## src/rtl/mem_port_arbiter.sv

```systemverilog
// -----------------------------------------------------------------------------
// mem_port_arbiter
//
// Shares one single-ported unified memory between the fetch port (if_*) and
// the data port (dm_*). One access is in flight at a time. A winner is chosen
// and issued in the same IDLE cycle. Reads then wait MEM_LAT cycles for
// mem_rdata, stores complete right away. Each access ends with a one-cycle
// ready pulse on the owning port.
//
// Ports:
//   clk, reset            clock, asynchronous active-low reset
//   if_req/if_addr        fetch request and address
//   if_rdata/if_ready     fetched word (registered) and completion pulse
//   dm_req/dm_wen/dm_addr/dm_wdata
//                         data request (load or store)
//   dm_rdata/dm_ready     load data (registered) and completion pulse
//   mem_en/mem_wen/mem_addr/mem_wdata/mem_rdata
//                         unified memory port
//   if_stall/dm_stall     pipeline freeze per port
//   dbg_state             current FSM state (IDLE/WAIT/RESP)
//
// Handshake: a requester raises req together with its address/data and holds
// them stable until it sees ready high for one cycle. The cycle after ready
// is the earliest next issue, and it is also the cycle in which the requester
// drops req or presents a new request. If req falls before ready, the access
// in flight still runs to completion and still pulses ready.
// -----------------------------------------------------------------------------
module mem_port_arbiter #(
    parameter int ADDR_W        = 32,
    parameter int DATA_W        = 32,
    parameter int MEM_LAT       = 2,
    parameter int MAX_DM_STREAK = 3
) (
    input  logic              clk,
    input  logic              reset,
    input  logic              if_req,
    input  logic [ADDR_W-1:0] if_addr,
    output logic [DATA_W-1:0] if_rdata,
    output logic              if_ready,
    input  logic              dm_req,
    input  logic              dm_wen,
    input  logic [ADDR_W-1:0] dm_addr,
    input  logic [DATA_W-1:0] dm_wdata,
    output logic [DATA_W-1:0] dm_rdata,
    output logic              dm_ready,
    output logic              mem_en,
    output logic              mem_wen,
    output logic [ADDR_W-1:0] mem_addr,
    output logic [DATA_W-1:0] mem_wdata,
    input  logic [DATA_W-1:0] mem_rdata,
    output logic              if_stall,
    output logic              dm_stall,
    output logic [1:0]        dbg_state
);

    localparam logic [1:0] IDLE = 2'd0;
    localparam logic [1:0] WAIT = 2'd1;
    localparam logic [1:0] RESP = 2'd2;

    // The counter only ever holds MEM_LAT-1.
    localparam int CNT_W = (MEM_LAT > 1) ? $clog2(MEM_LAT) : 1;
    localparam int STK_W = (MAX_DM_STREAK > 0) ? $clog2(MAX_DM_STREAK + 1) : 1;

    logic [1:0]        state;
    logic [CNT_W-1:0]  cnt;
    logic [STK_W-1:0]  streak;
    logic              owner_dm;
    logic [DATA_W-1:0] if_rdata_q;
    logic [DATA_W-1:0] dm_rdata_q;

    logic issue;
    logic grant_if;
    logic grant_dm;
    logic streak_max;

    assign streak_max = (streak == STK_W'(MAX_DM_STREAK));

    // Issue happens in the decision cycle, so mem_en is combinational. It is
    // also gated by reset so that the port is quiet while reset is asserted.
    assign issue    = (state == IDLE) && (if_req || dm_req) && reset;
    // Data wins by default. Fetch wins when it is the only requester, or when
    // data has already taken MAX_DM_STREAK grants in a row while fetch waited.
    assign grant_if = issue && if_req && (!dm_req || streak_max);
    assign grant_dm = issue && dm_req && !grant_if;

    always_comb begin
        mem_en    = issue;
        mem_wen   = 1'b0;
        mem_addr  = '0;
        mem_wdata = '0;
        if (grant_dm) begin
            mem_wen   = dm_wen;
            mem_addr  = dm_addr;
            mem_wdata = dm_wdata;
        end else if (grant_if) begin
            mem_addr  = if_addr;
        end
    end

    always_ff @(posedge clk or negedge reset) begin
        if (!reset) begin
            state      <= IDLE;
            cnt        <= '0;
            owner_dm   <= 1'b0;
            if_rdata_q <= '0;
            dm_rdata_q <= '0;
        end else begin
            case (state)
                IDLE: begin
                    if (issue) begin
                        owner_dm <= grant_dm;
                        if (grant_dm && dm_wen) begin
                            // The memory commits the write in the issue cycle.
                            state <= RESP;
                        end else begin
                            cnt   <= CNT_W'(MEM_LAT - 1);
                            state <= WAIT;
                        end
                    end
                end
                WAIT: begin
                    if (cnt == '0) begin
                        if (owner_dm) begin
                            dm_rdata_q <= mem_rdata;
                        end else begin
                            if_rdata_q <= mem_rdata;
                        end
                        state <= RESP;
                    end else begin
                        cnt <= cnt - 1'b1;
                    end
                end
                RESP: begin
                    state <= IDLE;
                end
                default: begin
                    state <= IDLE;
                end
            endcase
        end
    end

    // Counts data grants taken while a fetch was waiting. It saturates at
    // MAX_DM_STREAK and clears whenever fetch is served or nobody was waiting.
    always_ff @(posedge clk or negedge reset) begin
        if (!reset) begin
            streak <= '0;
        end else if (grant_if) begin
            streak <= '0;
        end else if (grant_dm) begin
            if (!if_req) begin
                streak <= '0;
            end else if (!streak_max) begin
                streak <= streak + 1'b1;
            end
        end
    end

    assign if_ready  = (state == RESP) && !owner_dm;
    assign dm_ready  = (state == RESP) && owner_dm;
    assign if_rdata  = if_rdata_q;
    assign dm_rdata  = dm_rdata_q;
    assign if_stall  = if_req && !if_ready;
    assign dm_stall  = dm_req && !dm_ready;
    assign dbg_state = state;

endmodule

```

## config.mk

```make
export PLATFORM = sky130hd
export DESIGN_NAME = mem_port_arbiter
export DESIGN_NICKNAME = d
export VERILOG_FILES = /design/src/rtl/mem_port_arbiter.sv
export SDC_FILE = /design/constraint.sdc
export NUM_CORES = 1
export LEC_CHECK = 0
export ABC_AREA = 1
export BUFFER_PORTS_ARGS = -buffer_cell sky130_fd_sc_hd__clkbuf_2
export CORE_AREA = 3 3 102 104
export DETAILED_ROUTE_END_ITERATION = 8
export DIE_AREA = 0 0 105 107
export GPL_TIMING_DRIVEN = 0
export PLACE_DENSITY = 0.85
export SYNTH_ARGS = -nofsm -noshare
export SYNTH_HDL_FRONTEND = slang
export SYNTH_SLANG_ARGS = --single-unit
```

## constraint.sdc

```tcl
create_clock -name clk -period 2.4 [get_ports clk]
set_clock_uncertainty 0.2 [all_clocks]
set_input_delay 0.12 -clock clk [delete_from_list [all_inputs] [get_ports clk]]
set_output_delay 0.12 -clock clk [all_outputs]
set_load 0.02 [all_outputs]
```

==> reports/metrics.yaml <==
detail_route.vias_per_cell: 4.57
root_buffer: "clkbuf_8"
grt_pass1_vias: 4036
grt.total_usage_pct: 23.1
p_leak_nw: 3.54
antenna_found_initial: 0
setup_viol: 0
finalCriticalPeriod_ns: 2.25
htreeDepth: 3
syn2layout_area_growth_pct: 62.2
max-vdd-ir-drop_v: 0.000873
cp-end-kind: "output port"
p_seq_share_pct: 33.6
gp_routability_congestion: 0.840
n_antenna_cell: 0
cts_tree: "done"
p_int_mw: 3.34
r2r_end: "cnt$_DFFE_PN0P_"
wl_per_cell_um: 14.5
fin_setup_tns_ns: 0
dpl-instance-area_um2: 5080
synth_cells: 463
final_cell_mix: "clkbuf_2, nand2_1, inv_1"
grt_setup_unrepaired: "no"
fin_area_um2: 5750
die_x_um: 105
clk_pin_slew_ns: 0.08
worstPathRequired_ns: 2.08
portBuffers: 268
sw_frac_of_total_pct: 47.7
path_buf_inv: 2
r2r_slack_ns: 0.87
relSlewSlack_pct: 80.6
startpoint_type: "flip-flop"
wl_mm: 13.4
row_count: 36
r2r_cells: 7
crit_fanout: 10
power_frac_comb_pct: 52.8
ys_ff_latch: 70
ys_types: 17
grt_overflow: 0
worstPathArrival_ns: 1.93
crit_slowest_cell: "dfrtp_1"
drive_above_1_share_pct: 41.5
finalHoldViolCount: 0
ant_nets: 0
worst-setup-path-type: "reg -> out"
yosysSeqAreaShare_pct: 49.4
drt_iter0_markers: 357
period_share_pct: 93.6
mostFrequentLayoutCell: "clkbuf_2"
grt_pass1_wl_mm: 20.8
power.net_switching_mw: 3.05
die_h_um: 107
power.density_nw_per_um2: 1110
core_region_area_um2: 9640
first_pass_iters: 5
worst_slew_pin_slew_ns: 0.290
critPathMaxStageDelay_ns: 0.40
max_clock_freq_mhz: 445
crit_path_end: "mem_wdata[29]"
dieArea_um2: 11200
clock_power_share_pct: 13.6
io_pins: 269
total_power_mw: 6.39
r2r_start: "dbg_state[1]$_DFFE_PN0P_"
vias: 4217
synth.avg_cell_area_um2: 7.66
dp_hpwl_mm: 9.81
nets: 919
maxCapViolations: 0
clkSinkCount: 70
path_cells: "ha_1 -> a21oi_4 -> nand2_2 -> buf_2 -> nor2_1 -> clkbuf_2"
drv_slew: 0
synth_nets: 597
status: "finished, final reports clean"
drc: 0
hold_class: "in -> async"
startpoint: "streak[0]$_DFFE_PN0P_"
cts_buffer_depth: 2
synth_area_um2: 3550
worst-path-stages: 6
grt_start_max_net_pins: 43
cts_made_buffers: 9
crit_family: "flip-flops"
yosys_warnings: 0
clock_latency_ns: 0.33
start_util_pct: 36.8
post_cts_buffers: 0
per-stage QoR:
step           setup WS, ns  hold slack (ns)  utilization [%]  cells
2_1_floorplan         0.634           -0.376                -    463
3_3_place_gp         -0.514            0.164             52.5    864
3_5_place_dp          0.169          -0.0998             52.7    865
4_1_cts              0.0366          0.00819             59.7    923
5_1_grt              0.0185           0.0319             59.7    923
6_report              0.154           0.0168             59.7    923
power by group through the flow:
stage                     clock (mW)  sequential [mW]  combinational [mW]
after detailed placement           0             2.14                3.31
final                          0.867             2.15                3.37
after global placement             0             2.14                3.22
after floorplan                    0             2.75                1.42
after global routing           0.935             2.21                3.68
after CTS                      0.872             2.13                3.38
kinds of logic (layout without fill, tap and decap cells):
logic type,count (synthesis),after routing,synth area share (%)
flops,70,70,49.4
compound gates,73,73,10.4
buf+inv,102,429,13.7
simple gates,217,217,26.2
fa+ha+maj,1,1,0.353
what timing repair did:
item	CTS	global route
hold buffers	42	0
gates resized for setup	1	1
hold endpoints to repair	139	0
endpoints found under the setup margin	3	6
pin swaps	0	1
registers in the layout, summed over array words and instances (netlist names):
name and flops:
streak 2, if_rdata 32, cnt 1, owner_dm 1, dbg_state 2, dm_rdata 32
worst min path at each step:
stage	from	to	slack (ns)	depth (start not counted)
floorplan	reset	cnt$_DFFE_PN0P_	-0.38	0
global placement	mem_rdata[23]	dm_rdata[23]$_DFFE_PN0P_	0.16	3
detailed placement	reset	dm_rdata[17]$_DFFE_PN0P_	-0.1	1
CTS	reset	if_rdata[15]$_DFFE_PN0P_	0.008	7
global route	reset	dm_rdata[16]$_DFFE_PN0P_	0.03	7
finish	reset	dm_rdata[16]$_DFFE_PN0P_	0.02	7
area by class of cell:
type | instances | area, um2
multi-input combinational | 291 | 1320
clock inverter | 5 | 33.8
fill | 885 | 3880
buffer | 28 | 209
timing repair buffer | 311 | 1850
tap | 133 | 166
inverter | 74 | 278
sequential | 70 | 1750
clock buffer | 11 | 141
cells in the mapped netlist:
cell     instances  area share (%)
o21ai_0          6            0.85
buf_4           10             2.1
inv_1           72             7.6
nand2_1        107              11
inv_2            2            0.21
nand3_2          1            0.28
ha_1             1            0.35
buf_6            7             2.2
nor2_2           1            0.18
nor2_1          39             4.1
a21oi_2          1            0.25
dfrtp_1         70              49
nand2_4          2            0.63
nand3_1         66             9.3
nor2_4           1            0.32
buf_2           11             1.6
o21ai_1         66             9.3
per-layer routing:
layer	part of all wire, %	global-route usage [%]	routed length (um)	up-vias
met4	2.5	7.69	329	0
li1	-	-	-	2089
met5	0	0	0	-
met1	37	26.4	4900	1891
met2	52	41.4	7000	208
met3	8.6	6.98	1160	29
worst reg2reg max path, delay by kind of cell, from the launching register on:
family	cells	cell delay [ns]
buffers and inverters	2	0.27
and+or+nand+nor	5	0.51
DFF	1	0.46
(Power assumes the default switching activity.)
